## src/rtl/bcd_pkg.sv

```systemverilog
// rtl/bcd_pkg.sv - shared types and constants for the bin2bcd_seq converter
package bcd_pkg;

    typedef enum logic [1:0] {
        ST_IDLE  = 2'd0,
        ST_SHIFT = 2'd1,
        ST_DONE  = 2'd2
    } state_e;

    localparam int DIGIT_W = 4;
    localparam int SEG_W   = 7;

    // Active-high glyphs, bit order gfedcba
    localparam logic [SEG_W-1:0] SEG_0   = 7'b0111111;
    localparam logic [SEG_W-1:0] SEG_1   = 7'b0000110;
    localparam logic [SEG_W-1:0] SEG_2   = 7'b1011011;
    localparam logic [SEG_W-1:0] SEG_3   = 7'b1001111;
    localparam logic [SEG_W-1:0] SEG_4   = 7'b1100110;
    localparam logic [SEG_W-1:0] SEG_5   = 7'b1101101;
    localparam logic [SEG_W-1:0] SEG_6   = 7'b1111101;
    localparam logic [SEG_W-1:0] SEG_7   = 7'b0000111;
    localparam logic [SEG_W-1:0] SEG_8   = 7'b1111111;
    localparam logic [SEG_W-1:0] SEG_9   = 7'b1101111;
    localparam logic [SEG_W-1:0] SEG_OFF = 7'b0000000;

endpackage

```

## src/rtl/bin2bcd_seq_if.sv

```systemverilog
// rtl/bin2bcd_seq_if.sv - request/result bundle for bin2bcd_seq (seg only with BIN2BCD_7SEG_EN)
interface bin2bcd_seq_if #(
    parameter int N = 4,
    parameter int D = 2
);
    import bcd_pkg::*;

    logic                       start;
    logic [N-1:0]               bin;
    logic                       busy;
    logic                       done;
    logic [DIGIT_W*D-1:0]       bcd;
    logic [$clog2(N+1)-1:0]     count;
`ifdef BIN2BCD_7SEG_EN
    logic [SEG_W*D-1:0]         seg;

    modport master (output start, bin, input busy, done, bcd, count, seg);
    modport slave  (input start, bin, output busy, done, bcd, count, seg);
`else
    modport master (output start, bin, input busy, done, bcd, count);
    modport slave  (input start, bin, output busy, done, bcd, count);
`endif

endinterface

```

## src/rtl/bcd_add3.sv

```systemverilog
// rtl/bcd_add3.sv - single BCD digit adjust cell: values >= 5 get +3
module bcd_add3
    import bcd_pkg::*;
(
    input  logic [DIGIT_W-1:0] in_i,
    output logic [DIGIT_W-1:0] out_o
);

    // Inputs never exceed 9, so the 4-bit sum cannot wrap
    always_comb begin
        out_o = in_i;
        if (in_i >= 4'd5) begin
            out_o = in_i + 4'd3;
        end
    end

endmodule

```

## src/rtl/bin2bcd_seq.sv

```systemverilog
// rtl/bin2bcd_seq.sv - one-bit-per-clock shift-and-add-3 binary to BCD converter; BIN2BCD_7SEG_EN adds seg decode
module bin2bcd_seq
    import bcd_pkg::*;
#(
    parameter int N = 4,
    parameter int D = 2
) (
    input  logic          clk,
    input  logic          rst,
    bin2bcd_seq_if.slave  bus
);

    localparam int BCD_W = DIGIT_W * D;
    localparam int CNT_W = $clog2(N + 1);
    localparam int WIDE_W = BCD_W + N;

    generate
        if ((10 ** D) <= ((2 ** N) - 1)) begin : g_cfg_err
            $error("bin2bcd_seq: D too small to hold 2**N-1");
        end
    endgenerate

    state_e             state_q, state_d;
    logic [N-1:0]       sh_q, sh_d;
    logic [BCD_W-1:0]   acc_q, acc_d;
    logic [BCD_W-1:0]   bcd_q, bcd_d;
    logic [CNT_W-1:0]   cnt_q, cnt_d;
    logic [BCD_W-1:0]   acc_adj;
    logic [WIDE_W-1:0]  wide_shift;

    generate
        for (genvar g = 0; g < D; g++) begin : g_digit
            bcd_add3 u_add3 (
                .in_i  (acc_q[g*DIGIT_W +: DIGIT_W]),
                .out_o (acc_adj[g*DIGIT_W +: DIGIT_W])
            );
        end
    endgenerate

    // Carry out of the top digit falls off the left end of the shift
    assign wide_shift = {acc_adj, sh_q} << 1;

    always_ff @(posedge clk or posedge rst) begin
        if (rst) begin
            state_q <= ST_IDLE;
            sh_q    <= '0;
            acc_q   <= '0;
            bcd_q   <= '0;
            cnt_q   <= '0;
        end else begin
            state_q <= state_d;
            sh_q    <= sh_d;
            acc_q   <= acc_d;
            bcd_q   <= bcd_d;
            cnt_q   <= cnt_d;
        end
    end

    always_comb begin
        state_d = state_q;
        sh_d    = sh_q;
        acc_d   = acc_q;
        bcd_d   = bcd_q;
        cnt_d   = cnt_q;
        unique case (state_q)
            ST_IDLE: begin
                if (bus.start) begin
                    sh_d    = bus.bin;
                    acc_d   = '0;
                    cnt_d   = '0;
                    state_d = ST_SHIFT;
                end
            end
            ST_SHIFT: begin
                acc_d = wide_shift[WIDE_W-1:N];
                sh_d  = wide_shift[N-1:0];
                cnt_d = cnt_q + CNT_W'(1);
                if (cnt_q == CNT_W'(N - 1)) begin
                    bcd_d   = wide_shift[WIDE_W-1:N];
                    state_d = ST_DONE;
                end
            end
            ST_DONE: begin
                state_d = ST_IDLE;
            end
            default: begin
                state_d = ST_IDLE;
            end
        endcase
    end

    assign bus.busy  = (state_q != ST_IDLE);
    assign bus.done  = (state_q == ST_DONE);
    assign bus.bcd   = bcd_q;
    assign bus.count = cnt_q;

`ifdef BIN2BCD_7SEG_EN
    function automatic logic [SEG_W-1:0] seg_glyph(input logic [DIGIT_W-1:0] d);
        case (d)
            4'd0:    return SEG_0;
            4'd1:    return SEG_1;
            4'd2:    return SEG_2;
            4'd3:    return SEG_3;
            4'd4:    return SEG_4;
            4'd5:    return SEG_5;
            4'd6:    return SEG_6;
            4'd7:    return SEG_7;
            4'd8:    return SEG_8;
            4'd9:    return SEG_9;
            default: return SEG_OFF;
        endcase
    endfunction

    generate
        for (genvar s = 0; s < D; s++) begin : g_seg
            assign bus.seg[s*SEG_W +: SEG_W] = seg_glyph(bcd_q[s*DIGIT_W +: DIGIT_W]);
        end
    endgenerate
`endif

endmodule

```

## src/flat_wrapper.sv

```systemverilog
// flat-port wrapper written by rule: the top's interface ports become plain ports
module bin2bcd_seq_flat import bcd_pkg::*;
#(
    parameter int N = 4,
    parameter int D = 2
)
  (clk, rst, bus_start, bus_bin, bus_busy, bus_done, bus_bcd, bus_count);
  bin2bcd_seq_if #(.N(N), .D(D)) bus_i ();
  input  logic clk;
  input  logic rst;
  input wire logic [$bits(bus_i.start)-1:0] bus_start;
  input wire logic [$bits(bus_i.bin)-1:0] bus_bin;
  output wire logic [$bits(bus_i.busy)-1:0] bus_busy;
  output wire logic [$bits(bus_i.done)-1:0] bus_done;
  output wire logic [$bits(bus_i.bcd)-1:0] bus_bcd;
  output wire logic [$bits(bus_i.count)-1:0] bus_count;
  assign bus_i.start = bus_start;
  assign bus_i.bin = bus_bin;
  assign bus_busy = bus_i.busy;
  assign bus_done = bus_i.done;
  assign bus_bcd = bus_i.bcd;
  assign bus_count = bus_i.count;
  bin2bcd_seq #(.N(N), .D(D)) u_core (.clk(clk), .rst(rst), .bus(bus_i));
endmodule
```

## config.mk

```make
export PLATFORM = sky130hd
export DESIGN_NAME = bin2bcd_seq_flat
export DESIGN_NICKNAME = d
export VERILOG_FILES = /design/src/rtl/bcd_pkg.sv /design/src/rtl/bin2bcd_seq_if.sv /design/src/rtl/bcd_add3.sv /design/src/rtl/bin2bcd_seq.sv /design/src/flat_wrapper.sv
export SDC_FILE = /design/constraint.sdc
export NUM_CORES = 1
export LEC_CHECK = 0
export BUFFER_PORTS_ARGS = -buffer_cell sky130_fd_sc_hd__buf_2
export CORE_UTILIZATION = 43
export CTS_BUF_LIST = sky130_fd_sc_hd__clkbuf_8
export DETAILED_ROUTE_END_ITERATION = 8
export GPL_TIMING_DRIVEN = 0
export PLACE_DENSITY = 0.74
export SYNTH_ARGS = -nofsm -noshare
export SYNTH_HDL_FRONTEND = slang
export SYNTH_HIERARCHICAL = 1
export SYNTH_SLANG_ARGS = --single-unit
```

## constraint.sdc

```tcl
create_clock -name clk -period 2.2 [get_ports clk]
set_clock_uncertainty 0.2 [all_clocks]
set_input_delay 0.22 -clock clk [delete_from_list [all_inputs] [get_ports clk]]
set_output_delay 0.22 -clock clk [all_outputs]
set_load 0.01 [all_outputs]
```

==> summary.txt <==
Critical path
  • Startpoint types: flip-flop
  • Critical Path RT: 2200 ps
  • Crit path arrival time: 1750 ps
  • Critical Path Sink Type: flip-flop
  • FF-to-FF End: u_core/acc_q[2]
  • Reg-to-Reg Start: u_core/acc_q[0]
  • Flop2flop setup slack: 460 ps
  • Critical path class: flip-flop to flip-flop
  • Worst Reg2Reg Path Length in Cells: 6
  • Worst Path Max Fanout: 5

Floorplan
  • Initial Util: 47.00%
  • CORE AREA: 2545 µm²
  • Io pins: 20
  • Row count: 18
  • Total Die Area: 2996 µm²
  • Die H: 54.74 µm
  • Die X: 54.74 µm

Detailed routing
  • Post-route ant nets: 0
  • Vias: 846
  • Via-to-Cell Ratio: 5.321
  • # DRC: 0
  • Final WL: 2162 µm
  • Initial DRT Pass Iterations: 2
  • Iteration-0 DRC Markers: 9
  • Average wire per standard cell: 13.60 µm

GRT
  • Final global-route overflow total: 0
  • Total track usage: 16.48%
  • Largest net degree at the start of global routing: 26
  • Busiest grt layer: met2
  • Vias in the first global route: 807
  • First-pass GRT wire length: 3443 µm
  • Initial antenna violation count: 0
  • Met3 usage: 2.500%
  • GR Util met2: 28.92%
  • Met1 GRT Util: 20.10%

Clock network
  • Clock root buffer: clkbuf_8
  • Total clock sinks: 25
  • Clock tree buffer depth: 2
  • CTS buffer count: 3
  • CTS tree: yes
  • Clock slew at reported path FFs: 90 ps
  • Clk_lat worst skew: 260 ps
  • Cts repair resizes: 0
  • H-tree levels: 1

Worst hold path
  • Hold_sp: bus_start
  • WHS Path Cells: 3
  • Hold path endpoint: u_core/sh_q[0]
  • Min-Delay Path Class: input port to flip-flop

Final layout
  • Antenna cells: 0
  • Filler cells: 230
  • Fin util: 54.92%
  • Synth-to-layout area growth: 16.84%
  • Layout cells sized above 1: 31.01%
  • Non-Filler Instances: 159
  • Final #Nets: 143

Yosys
  • Mapped Area: 1196 µm²
  • Mapped Nets: 117
  • Post-synthesis average cell area: 11.50 µm²
  • Synthesis Warnings: 6
  • Cells after Synth: 104

Placed design
  • Post-DP HPWL: 1529 µm
  • Post-Place Cells: 153
  • IO buf count: 19
  • Gpl congestion: 0.6606

Timing
  • Unrepaired setup endpoints after global routing: false
  • Slew at the pin closest to its max-slew limit: 932.9 ps
  • Max Fclk: 0.5732 GHz
  • Tcrit/Tclk final: 79.30%
  • Tmin final: 1745 ps
  • Final setup fails: 0
  • Slew Limit Headroom: 37.74%
  • Hold slack: 57.81 ps
  • Final hold violations: 0
  • Final max-slew violation count: 0
  • Setup tns final: 0 ps

Power and ir drop
  • Sequential Power Share: 37.8%
  • Peak VDD IR: 0.7195 mV
  • Switch share: 38.57%
  • Logic gate share of total power: 49.3%
  • Psw: 0.8129 mW
  • Clock share of power: 13.0%
  • Static Leak: 0.7119 nW
  • Overall power: 2.107 mW
  • Pwr/cell area: 1508 nW/µm²
  • P_int: 1.294 mW

Outcome
  • Status: finished clean

Flow run
  • Max cap viols: 0
area by class of cell:
| type | instances | area, µm² | area share, % |
|---|---|---|---|
| multi-input cells | 66 | 514.2 | 36.79 |
| repair buffers | 21 | 115.1 | 8.236 |
| inverters | 9 | 33.78 | 2.417 |
| plain buffers | 4 | 22.52 | 1.611 |
| clock inverters | 1 | 7.507 | 0.5372 |
| well taps | 30 | 37.54 | 2.686 |
| flip-flops and latches | 25 | 625.6 | 44.76 |
| clock buffers | 3 | 41.29 | 2.954 |
worst max path at each step:
stage | from | to | slack [ps] | cells past startpoint
CTS | u_core/acc_q[0] | u_core/acc_q[2] | 460 | 5
global placement | u_core/acc_q[0] | u_core/bus.bcd[2] | 530 | 5
floorplan | u_core/acc_q[0] | u_core/bus.bcd[2] | 600 | 5
global route | u_core/acc_q[4] | u_core/bus.bcd[6] | 380 | 6
detailed placement | u_core/acc_q[0] | u_core/acc_q[2] | 480 | 6
finish | u_core/acc_q[0] | u_core/acc_q[2] | 460 | 6
layout by cell type, fill, tap and decap left out, drive strengths merged:
cell type and count:
o21ai 4, dfrtp 25, o22ai 1, clkinvlp 1
a21oi 5, mux2i 2, nand3b 1, nand2b 4
nor2b 2, mux2 8, ha 6, a22oi 1
nand2 10, o21bai 1, o221a 1, nand3 1
inv 9, a22o 9, nor2 5, nor3b 1
xnor2 2, o22a 1, nor4bb 1, clkbuf 4
buf 22, dlygate4sd3 2
power groups by stage:
stage / clock network (mW) / logic, mW / registers, mW
floorplan: 0 / 0.732 / 0.829
global placement: 0 / 0.988 / 0.796
detailed placement: 0 / 1.04 / 0.804
CTS: 0.284 / 1.05 / 0.797
global route: 0.300 / 1.15 / 0.825
finish: 0.273 / 1.04 / 0.796
critical path, cell delays in order (launching register included):
cell and delay (ps):
dfrtp_1 440, inv_1 90, ha_1 190, nand2b_1 100, a21oi_2 210, mux2i_1 270
a22o_1 190
flip-flops by register name (all words and copies together) (netlist names):
| name | count |
|---|---|
| u_core/state_q | 2 |
| u_core/acc_q | 8 |
| u_core/sh_q | 4 |
| u_core/bus.count | 3 |
| u_core/bus.bcd | 8 |
per-layer routing:
| metal | routed length (µm) | up-vias | share of wire [%] |
|---|---|---|---|
| li1 | - | 413 | - |
| met1 | 1005 | 418 | 46 |
| met2 | 1090 | 13 | 50 |
| met3 | 55 | 2 | 2.5 |
| met4 | 10 | 0 | 0.46 |
| met5 | 0 | - | 0 |
repair_timing:
item / 4_1_cts / 5_1_grt
buffers inserted: 0 / 0
endpoints found under the hold margin: 26 / 0
hold buffers: 2 / 0
stage by stage:
stage,worst slack (ps),area [µm²]
3_3_place_gp,527.9,1329
2_1_floorplan,595.5,1196
5_1_grt,378.4,1398
6_report,455.5,1398
3_5_place_dp,482.7,1329
4_1_cts,458.3,1398
No activity file was read; power rests on OpenSTA's default activity.
